**config.mk**
```make
export PLATFORM = sky130hd
export DESIGN_NAME = alu_op_sequencer
export DESIGN_NICKNAME = d
export VERILOG_FILES = /design/src/rtl/alu_op_sequencer.sv
export SDC_FILE = /design/constraint.sdc
export NUM_CORES = 1
export LEC_CHECK = 0
export ABC_CLOCK_PERIOD_IN_PS = 4700
export CAP_MARGIN = 30
export CORE_ASPECT_RATIO = 1.25
export CORE_MARGIN = 2
export CORE_UTILIZATION = 40
export CTS_CLUSTER_SIZE = 10
export DETAILED_ROUTE_END_ITERATION = 16
export GPL_ROUTABILITY_DRIVEN = 0
export MAX_ROUTING_LAYER = met4
export PLACE_DENSITY = 0.64
export SETUP_SLACK_MARGIN = 0.2
export SKIP_CTS_REPAIR_TIMING = 1
export SYNTH_ARGS = -nofsm -noshare
export SYNTH_HDL_FRONTEND = slang
export SYNTH_SLANG_ARGS = --single-unit
export TNS_END_PERCENT = 10
```
**constraint.sdc**
```tcl
create_clock -name clk -period 4.7 [get_ports clk]
set_input_delay 0.94 -clock clk [delete_from_list [all_inputs] [get_ports clk]]
set_output_delay 0.94 -clock clk [all_outputs]
set_load 0.05 [all_outputs]
```
**src/rtl/alu_op_sequencer.sv**
```systemverilog
// rtl/alu_op_sequencer.sv - command FIFO feeding an external combinational ALU, one result per two cycles
// Results are held until the consumer accepts them.
module alu_op_sequencer #(
  parameter int FIFO_DEPTH = 4,
  localparam int AW = $clog2(FIFO_DEPTH),
  localparam int CW = $clog2(FIFO_DEPTH) + 1
) (
  input  logic          clk,
  input  logic          rst,
  input  logic          cmd_valid,
  output logic          cmd_ready,
  input  logic [3:0]    cmd_a,
  input  logic [3:0]    cmd_b,
  input  logic [2:0]    cmd_op,
  output logic [3:0]    alu_a,
  output logic [3:0]    alu_b,
  output logic [2:0]    alu_op,
  input  logic [3:0]    alu_result,
  output logic          rsp_valid,
  input  logic          rsp_ready,
  output logic [3:0]    rsp_result,
  output logic [2:0]    rsp_op,
  output logic [CW-1:0] fifo_count,
  output logic          err_illegal_op
);

  typedef enum logic [1:0] {
    IDLE  = 2'd0,
    DRIVE = 2'd1,
    HOLD  = 2'd2
  } state_t;

  state_t        state;
  logic [10:0]   mem [FIFO_DEPTH];
  logic [AW-1:0] wr_ptr;
  logic [AW-1:0] rd_ptr;
  logic [10:0]   head;
  logic          push;
  logic          pop;
  logic          illegal;
  logic          not_empty;

  assign cmd_ready = (fifo_count < CW'(FIFO_DEPTH));
  assign push      = cmd_valid & cmd_ready & (cmd_op <= 3'd4);
  assign illegal   = cmd_valid & cmd_ready & (cmd_op > 3'd4);
  assign not_empty = (fifo_count != '0);
  assign head      = mem[rd_ptr];

  // The head leaves the FIFO only when the ALU stage is free: idle, or its held result is being accepted.
  assign pop = not_empty & ((state == IDLE) | ((state == HOLD) & rsp_ready));

  always_ff @(posedge clk) begin
    if (push) begin
      mem[wr_ptr] <= {cmd_a, cmd_b, cmd_op};
    end
  end

  always_ff @(posedge clk or posedge rst) begin
    if (rst) begin
      wr_ptr     <= '0;
      rd_ptr     <= '0;
      fifo_count <= '0;
    end else begin
      if (push) begin
        wr_ptr <= wr_ptr + 1'b1;
      end
      if (pop) begin
        rd_ptr <= rd_ptr + 1'b1;
      end
      case ({push, pop})
        2'b10:   fifo_count <= fifo_count + 1'b1;
        2'b01:   fifo_count <= fifo_count - 1'b1;
        default: fifo_count <= fifo_count;
      endcase
    end
  end

  always_ff @(posedge clk or posedge rst) begin
    if (rst) begin
      err_illegal_op <= 1'b0;
    end else begin
      err_illegal_op <= illegal;
    end
  end

  always_ff @(posedge clk or posedge rst) begin
    if (rst) begin
      state      <= IDLE;
      alu_a      <= '0;
      alu_b      <= '0;
      alu_op     <= '0;
      rsp_valid  <= 1'b0;
      rsp_result <= '0;
      rsp_op     <= '0;
    end else begin
      case (state)
        IDLE: begin
          if (pop) begin
            {alu_a, alu_b, alu_op} <= head;
            state                  <= DRIVE;
          end
        end
        DRIVE: begin
          rsp_result <= alu_result;
          rsp_op     <= alu_op;
          rsp_valid  <= 1'b1;
          state      <= HOLD;
        end
        HOLD: begin
          if (rsp_ready) begin
            rsp_valid <= 1'b0;
            if (pop) begin
              {alu_a, alu_b, alu_op} <= head;
              state                  <= DRIVE;
            end else begin
              state <= IDLE;
            end
          end
        end
        default: begin
          state <= IDLE;
        end
      endcase
    end
  end

endmodule

```
==> impl_metrics.json, run 1 <==
{
  "pwr-share-comb_pct": 43.7,
  "grt_pass1_vias": 1615,
  "drv_slew": 0,
  "syn-cell-area_um2": 2883,
  "switching_share_pct": 38.24,
  "drive_gt1_share_pct": 23.53,
  "start_util_pct": 41.32,
  "cts_root_buf": "clkbuf_8",
  "insertion_delay_ns": 0.33,
  "gr-total-overflow": 0,
  "seq_area_frac_synth_pct": 71.01,
  "critPathTopFamily": "buffers and inverters",
  "status": "finished clean",
  "worst_pin_slew_ns": 0.7438,
  "cts_max_level": 3,
  "rsz0062_at_grt": "false",
  "ctsLongestPathBuffers": 2,
  "vias": 1413,
  "syn2layout_area_growth_pct": 25.78,
  "p_switching_w": 0.001013,
  "syn-num-nets": 173,
  "cp_max_fo": 13,
  "critPathLaunch": "rsp_ready",
  "dieWidth_um": 79.93,
  "cp.required_ns": 4.95,
  "wirelength_um": 4947,
  "row_count": 34,
  "wl_per_cell_um": 16.83,
  "ys_warn_count": 0,
  "cellPowerDensity_nw_per_um2": 730.6,
  "finalClockSkew_ns": 0.007140,
  "grt_first_pass_wirelength_um": 8079,
  "crit_buf_inv": 3,
  "post-route-period-util_pct": 60.40,
  "worst_setup_path_start_kind": "input port",
  "ant_nets": 0,
  "cp_slowest_cell": "clkdlybuf4s50_1",
  "p_int_w": 0.001636,
  "layout_commonest_cell": "edfxtp_1",
  "fmax_mhz": 352.3,
  "antenna_found_initial": 0,
  "r2r-start": "state[1]$_DFFE_PP0P_",
  "finalPower_w": 0.002649,
  "min_path_type": "flip-flop to flip-flop",
  "cp_num_cells": 10,
  "clkPwrFrac_pct": 18.6,
  "fin_nets": 224,
  "synth-seq-cells": 73,
  "syn-mean-instance-area_um2": 19.48,
  "fin_crit_ns": 2.839,
  "cp.arrival_ns": 3.09,
  "finalSetupViolCount": 0,
  "drt-pass1-iter-count": 4,
  "fin_tns_setup_ns": 0,
  "pwr-share-seq_pct": 37.8,
  "avgViaCountPerCell": 4.806,
  "grt_use_total_pct": 14.22,
  "cts_buffers": 9,
  "critPathMaxStageDelay_ns": 0.47,
  "rr_worst_depth": 9,
  "diodes": 0,
  "leakage_nw": 1.381,
  "clkTransAtPathRegs_ns": 0.08,
  "synthCells": 148,
  "cts_tree": "yes",
  "drv_cap": 0,
  "r2r_setup_slack_ns": 2.52,
  "hpwl_um": 3436,
  "end_kind": "flip-flop",
  "final_hold_viol_count": 0,
  "holdCritStartpoint": "rsp_result[1]$_DFFE_PP0P_",
  "crit_type": "input port to flip-flop",
  "core_area_um2": 6977,
  "grt_max_degree": 21,
  "yosysUniqueCellTypes": 30,
  "max_slew_margin_pct": 50.41,
  "port_buffers": 42,
  "cp_cell_sequence": "clkdlybuf4s50_1 -> and2b_1 -> nor3_4 -> buf_4 -> ha_1 -> inv_1 -> fa_1 -> xor2_1 -> nor2_1 -> xnor2_1",
  "irDropWorstVdd_v": 0.0004332,
  "clkSinkCount": 73,
  "die_area_um2": 7906,
  "final_cell_mix": "edfxtp_1, clkdlybuf4s50_1, dfrtp_1",
  "drc": 0,
  "die_h_um": 98.92,
  "io_pins": 43,
  "first_iter_violations": 60,
  "hold_depth": 1
}
## registers in the layout, summed over array words and instances (netlist names)
register        cells
rsp_op              3
wr_ptr              2
rsp_result          4
alu_b               4
err_illegal_op      1
mem                44
fifo_count          3
alu_a               4
rsp_valid           1
rd_ptr              2
state               2
alu_op              3
## metrics by stage
stage	cells	hold slack (ns)	setup WS (ns)	area [µm²]	utilization, %
6_report	294	0.5108	1.861	3626	51.97
5_1_grt	294	0.5337	1.714	3626	51.97
4_1_cts	294	0.5132	1.863	3626	51.97
3_5_place_dp	278	0.4947	1.517	3423	49.07
3_3_place_gp	277	0.4886	1.568	3396	48.67
2_1_floorplan	148	0.4768	2.084	2883	-
## cell families after synthesis
group	count (synthesis)	synth area share, %
adder cells (fa/ha/maj)	6	2.865
buffers and inverters	14	2.257
XOR/XNOR	6	1.823
multiplexers	31	17.80
AO/OA/AOI/OAI	4	0.7812
flip-flops	73	71.01
AND/OR/NAND/NOR	14	3.472
## Yosys cell counts (all sizes together)
cell     n  area, µm²
mux2    19      244.0
dfrtp   29      725.7
a21oi    2      10.01
fa       1      20.02
xor2     3      26.28
ha       5      62.56
and2     4      25.02
edfxtp  44       1321
a21o     1      7.510
and2b    1      7.510
nor2     2      10.01
buf      3      23.77
clkbuf   1      3.750
inv     10      37.54
xnor2    3      26.28
and3     1      6.260
mux4    11      259.0
o21ai    1      5.000
mux2i    1      10.01
nor3     3      31.28
nand2    1      3.750
nor3b    1      7.510
nor4b    1      8.760
## routing by layer
layer / vias to the layer above / track usage (%) / share of wire, %
met1: 719 / 15.41 / 38
met2: 33 / 24.55 / 56
met3: 9 / 4.029 / 4.4
li1: 652 / - / -
met5: - / - / 0
met4: 0 / 5.215 / 1.4
## path summary, 6_finish.rpt
path	to
min in group asynchronous	alu_b[2]$_DFFE_PP0P_
worst min-delay path	rsp_result[1]$_DFFE_PP0P_
max in group asynchronous	wr_ptr[0]$_DFFE_PP0P_
worst max-delay path	fifo_count[2]$_DFFE_PP0P_
worst max register to register	fifo_count[2]$_DFFE_PP0P_
worst min register to register	rsp_result[1]$_DFFE_PP0P_
## power groups by stage
stage,Clock (W),Combinational [W],Sequential (W)
6_report,0.000492,0.00116,0.00100
5_1_grt,0.000536,0.00122,0.00103
4_1_cts,0.000506,0.00117,0.00101
3_5_place_dp,0,0.00117,0.00102
3_3_place_gp,0,0.00114,0.00101
2_1_floorplan,0,0.000547,0.00130
## area by class of cell
class                      instances  area, µm²
clock buffer                      10      137.6
clock inverter                     6      65.06
fill                             599       3351
inverter                          10      37.54
multi-input combinational         61      770.7
sequential                        73       2047
tap                               90      112.6
timing repair buffer              44      455.4
(Power assumes the default switching activity.)
==> inputs of run 2 (changes only) <==
--- a/config.mk
+++ b/config.mk
@@ -5,7 +5,7 @@
 export SDC_FILE = /design/constraint.sdc
 export NUM_CORES = 1
 export LEC_CHECK = 0
-export ABC_CLOCK_PERIOD_IN_PS = 4700
+export ABC_CLOCK_PERIOD_IN_PS = 2900
 export CAP_MARGIN = 30
 export CORE_ASPECT_RATIO = 1.25
 export CORE_MARGIN = 2
==> constraint.sdc (replaced) <==
create_clock -name clk -period 2.9 [get_ports clk]
set_input_delay 0.58 -clock clk [delete_from_list [all_inputs] [get_ports clk]]
set_output_delay 0.58 -clock clk [all_outputs]
set_load 0.05 [all_outputs]
==> impl_metrics.json, run 2 (synthesis gave the netlist of run 1 again) <==
{
  "status": "finished clean",
  "avgViaCountPerCell": 4.755,
  "drive_gt1_share_pct": 25.00,
  "leakage_nw": 1.415,
  "cp.arrival_ns": 2.67,
  "cp.required_ns": 3.16,
  "finalPower_w": 0.004345,
  "drt-pass1-iter-count": 5,
  "ant_nets": 0,
  "dieWidth_um": 79.93,
  "cp_max_fo": 7,
  "final_hold_viol_count": 0,
  "io_pins": 43,
  "fin_tns_setup_ns": 0,
  "met3_usage_pct": 4.029,
  "first_iter_violations": 75,
  "drv_cap": 0,
  "min_path_type": "flip-flop to flip-flop",
  "grt_max_degree": 30,
  "ctsLongestPathBuffers": 2,
  "insertion_delay_ns": 0.34,
  "post-route-period-util_pct": 83.36,
  "row_count": 34,
  "worst_setup_path_start_kind": "input port",
  "cts_root_buf": "clkbuf_8",
  "port_buffers": 42,
  "gr-total-overflow": 0,
  "die_h_um": 98.92,
  "cts_buffers": 9,
  "crit_type": "input port to flip-flop",
  "use_met1_pct": 15.15,
  "clkSinkCount": 73,
  "clkTransAtPathRegs_ns": 0.07,
  "syn2layout_area_growth_pct": 27.47,
  "wirelength_um": 4961,
  "start_util_pct": 41.32,
  "irDropWorstVdd_v": 0.0005642,
  "vias": 1436,
  "end_kind": "flip-flop",
  "fin_nets": 232,
  "drv_slew": 0,
  "crit_top_cell": "inv_1",
  "r2r_setup_slack_ns": 0.97,
  "largest_reg_flops": 44,
  "grt_pass1_vias": 1640,
  "grt_first_pass_wirelength_um": 8204,
  "critPathTopFamily": "buffers and inverters",
  "cp_slowest_cell": "clkdlybuf4s50_1",
  "diodes": 0,
  "wl_per_cell_um": 16.43,
  "antenna_found_initial": 0,
  "max_slew_margin_pct": 50.71,
  "cp_cell_sequence": "clkdlybuf4s50_1 -> o21ai_0 -> and3_1 -> inv_1 -> ha_1 -> inv_1 -> fa_1 -> xor2_1 -> nor2_1 -> xnor2_1",
  "finalClockSkew_ns": 0.009762,
  "cellPowerDensity_nw_per_um2": 1182,
  "fmax_mhz": 413.7,
  "final_cell_mix": "edfxtp_1, clkdlybuf4s50_1, dfrtp_1",
  "hpwl_um": 3568,
  "grt_use_total_pct": 14.83,
  "cts_tree": "yes",
  "regMostFlops": "mem",
  "grt-busiest-layer": "met2",
  "layout_commonest_cell": "edfxtp_1",
  "fin_crit_ns": 2.417,
  "grt_util_met2_pct": 25.90,
  "worst_pin_slew_ns": 0.7394,
  "crit_buf_inv": 3,
  "rsz0062_at_grt": "false",
  "drc": 0,
  "cts_max_level": 3,
  "finalSetupViolCount": 0,
  "die_area_um2": 7906,
  "critPathMaxStageDelay_ns": 0.55,
  "core_area_um2": 6977
}
-- run 2: cell count changes in the layout (fill, tap and decap cells not counted), sizes merged --
cell,before,now
bufinv,1,2
clkinv,3,2
inv,11,10
buf,2,10
clkbuf,10,11
-- run 2: through the flow --
step	cell area, µm²	utilization, %	hold WS (ns)	std cells	setup WS, ns
final	3675	52.67	0.5082	302	0.4825
after global routing	3675	52.67	0.5286	302	0.3490
after CTS	3675	52.67	0.5120	302	0.5130
after detailed placement	3463	49.64	0.4945	286	0.1685
after global placement	3463	49.64	0.4836	286	0.2433
after floorplan	2883	-	0.4768	148	0.3810
-- run 2: layout make-up --
type | instances | area (µm²)
timing repair buffer | 52 | 495.5
multi-input combinational | 61 | 770.7
clock inverter | 5 | 80.08
sequential | 73 | 2047
clock buffer | 11 | 131.4
tap | 90 | 112.6
inverter | 10 | 37.54
fill | 578 | 3302
-- run 2: worst paths after layout --
| kind | start | to | depth (start not counted) |
|---|---|---|---|
| setup / recovery | cmd_op[0] | fifo_count[2]$_DFFE_PP0P_ | 10 |
| hold / removal | alu_a[3]$_DFFE_PP0P_ | alu_a[3]$_DFFE_PP0P_ | 1 |
| setup reg to reg | fifo_count[2]$_DFFE_PP0P_ | fifo_count[2]$_DFFE_PP0P_ | 9 |
| hold reg to reg | alu_a[3]$_DFFE_PP0P_ | alu_a[3]$_DFFE_PP0P_ | 1 |
| max in group asynchronous | rst | wr_ptr[1]$_DFFE_PP0P_ | 3 |
| min in group asynchronous | rst | alu_a[2]$_DFFE_PP0P_ | 3 |
-- run 2: where the power goes --
part / leakage (nW) / switching [W] / internal, W / total [W]
Sequential: 0.739 / 0.000235 / 0.00138 / 0.00161
Combinational: 0.575 / 0.00103 / 0.000864 / 0.00190
Clock: 0.101 / 0.000349 / 0.000484 / 0.000832
-- run 2: per-layer routing --
layer | vias to the layer above | wire (µm) | part of all wire, %
met5 | - | 0 | 0
met4 | 0 | 63 | 1.3
li1 | 670 | - | -
met3 | 5 | 181 | 3.6
met2 | 35 | 2865 | 58
met1 | 726 | 1850 | 37
==> inputs of run 3 (changes only) <==
--- a/config.mk
+++ b/config.mk
@@ -5,7 +5,7 @@
 export SDC_FILE = /design/constraint.sdc
 export NUM_CORES = 1
 export LEC_CHECK = 0
-export ABC_CLOCK_PERIOD_IN_PS = 2900
+export ABC_CLOCK_PERIOD_IN_PS = 2040
 export CAP_MARGIN = 30
 export CORE_ASPECT_RATIO = 1.25
 export CORE_MARGIN = 2
@@ -14,7 +14,7 @@
 export DETAILED_ROUTE_END_ITERATION = 16
 export GPL_ROUTABILITY_DRIVEN = 0
 export MAX_ROUTING_LAYER = met4
-export PLACE_DENSITY = 0.64
+export PLACE_DENSITY = 0.66
 export SETUP_SLACK_MARGIN = 0.2
 export SKIP_CTS_REPAIR_TIMING = 1
 export SYNTH_ARGS = -nofsm -noshare
==> constraint.sdc (replaced) <==
create_clock -name clk -period 2.04 [get_ports clk]
set_input_delay 0.408 -clock clk [delete_from_list [all_inputs] [get_ports clk]]
set_output_delay 0.408 -clock clk [all_outputs]
set_load 0.05 [all_outputs]
==> impl_metrics.json, run 3 (synthesis gave the netlist of run 1 again) <==
{
  "largest_reg_flops": 44,
  "p_int_w": 0.003969,
  "critPathTopFamily": "buffers and inverters",
  "core_area_um2": 6977,
  "die_h_um": 98.92,
  "cp_cell_sequence": "clkdlybuf4s50_1",
  "leakage_nw": 1.650,
  "switching_share_pct": 37.30,
  "pwr-share-seq_pct": 35.4,
  "post-route-period-util_pct": 97.35,
  "p_switching_w": 0.002361,
  "drt-pass1-iter-count": 4,
  "row_count": 34,
  "cts_root_buf": "clkbuf_8",
  "status": "finished clean",
  "rr_worst_depth": 8,
  "final_hold_viol_count": 0,
  "end_kind": "output pin",
  "fin_cells": 306,
  "wirelength_um": 5061,
  "critPathMaxStageDelay_ns": 0.82,
  "syn2layout_area_growth_pct": 33.16,
  "r2r_setup_slack_ns": 0.20,
  "cts_tree": "yes",
  "grt_first_pass_wirelength_um": 8307,
  "min_path_type": "input port to async pin",
  "finalSetupViolCount": 0,
  "ant_nets": 0,
  "cp_max_fo": 4,
  "clkPwrFrac_pct": 19.3,
  "irDropWorstVdd_v": 0.0008477,
  "regArea_um2": 2048,
  "grt_max_degree": 30,
  "die_area_um2": 7906,
  "clkSinkCount": 73,
  "multi_input_area_um2": 792.0,
  "final_cell_mix": "edfxtp_1, dfrtp_1, dlymetal6s2s_1",
  "cellPowerDensity_nw_per_um2": 1649,
  "grt_use_total_pct": 14.80,
  "io_pins": 43,
  "r2r-start": "state[1]$_DFFE_PP0P_",
  "fillers": 556,
  "finalPower_w": 0.006331,
  "ctsLongestPathBuffers": 2,
  "hpwl_um": 3537,
  "dieWidth_um": 79.93,
  "fmax_mhz": 503.6,
  "cts_max_level": 3,
  "finalClockSkew_ns": 0.006806,
  "crit_type": "flip-flop to output pin",
  "regMostFlops": "mem",
  "layout_commonest_cell": "edfxtp_1",
  "rsz0062_at_grt": "true",
  "antenna_found_initial": 0,
  "drv_slew": 0,
  "cts_buffers": 9,
  "fin_nets": 236,
  "start_util_pct": 41.32,
  "diodes": 0,
  "cp.required_ns": 1.63,
  "drv_cap": 0,
  "clkTransAtPathRegs_ns": 0.08,
  "wl_per_cell_um": 16.54,
  "fin_crit_ns": 1.986,
  "pwr-share-comb_pct": 45.4,
  "drive_gt1_share_pct": 31.94,
  "drc": 0,
  "cp.arrival_ns": 1.58,
  "worst_setup_path_start_kind": "flip-flop",
  "insertion_delay_ns": 0.34,
  "max_slew_margin_pct": 63.62,
  "post-place-cells": 290,
  "first_iter_violations": 67,
  "critPathLaunch": "fifo_count[2]$_DFFE_PP0P_",
  "worst_pin_slew_ns": 0.5456,
  "cp_slowest_cell": "clkdlybuf4s50_1",
  "fin_tns_setup_ns": 0,
  "r2r_end": "fifo_count[2]$_DFFE_PP0P_",
  "gr-total-overflow": 0,
  "grt_pass1_vias": 1688,
  "crit_end": "fifo_count[2]",
  "vias": 1494,
  "crit_buf_inv": 1,
  "port_buffers": 42,
  "avgViaCountPerCell": 4.882,
  "cp_num_cells": 1
}
## run 3: changes by cell type in the layout (fill, tap and decap cells not counted), moves of 2 or more
cell	delta
clkdlybuf4s50_1	-23
dlymetal6s2s_1	+21
buf_12	+4
inv_1	-3
buf_4	+2
## run 3: through the flow
stage,setup WS [ns],instance area (µm²),hold slack (ns),util [%]
3_3_place_gp,-0.2549,3567,0.4897,51.13
4_1_cts,0.02559,3786,0.4614,54.27
5_1_grt,-0.07633,3839,0.4985,55.02
6_report,0.05410,3839,0.4422,55.02
3_5_place_dp,-0.3374,3567,0.4944,51.13
2_1_floorplan,-0.2666,2922,0.4768,-
## run 3: area by class of cell
cell class              instances  area share [%]
clock inverters                 6           2.379
well taps                      90           2.934
clock buffers                  10           3.325
flip-flops and latches         73           53.36
multi-input cells              61           20.63
inverters                      10           1.141
repair buffers                 56           16.23
## run 3: worst reg2reg max path, cell delays in order (launching register included)
cell     delay (ns)
dfrtp_1        0.42
and2b_1        0.21
nor3_4         0.19
ha_4           0.17
inv_2          0.03
fa_2           0.33
xor2_1         0.14
nor2_1         0.14
xnor2_1        0.13
## run 3: per-layer routing
metal | global-route usage (%) | share of wire, % | vias up
met5 | - | 0 | -
met3 | 3.022 | 4.0 | 10
met1 | 15.88 | 37 | 762
met2 | 25.77 | 57 | 39
li1 | - | - | 683
met4 | 7.040 | 2.3 | 0
## run 3: how the worst min path moves through the flow
stage,from,to,slack (ns)
4_1_cts,rst,rsp_valid$_DFFE_PP0P_,0.46
3_5_place_dp,rsp_result[2]$_DFFE_PP0P_,rsp_result[2]$_DFFE_PP0P_,0.49
3_3_place_gp,state[1]$_DFFE_PP0P_,rsp_valid$_DFFE_PP0P_,0.49
6_report,rst,state[1]$_DFFE_PP0P_,0.44
5_1_grt,rst,state[1]$_DFFE_PP0P_,0.50
2_1_floorplan,state[1]$_DFFE_PP0P_,rsp_valid$_DFFE_PP0P_,0.48
## run 3: power by group through the flow
stage	registers, W	clock network (W)	logic (W)
after floorplan	0.00300	0	0.00132
after global placement	0.00226	0	0.00284
after detailed placement	0.00228	0	0.00292
after CTS	0.00225	0.00125	0.00293
after global routing	0.00230	0.00133	0.00308
final	0.00224	0.00122	0.00287
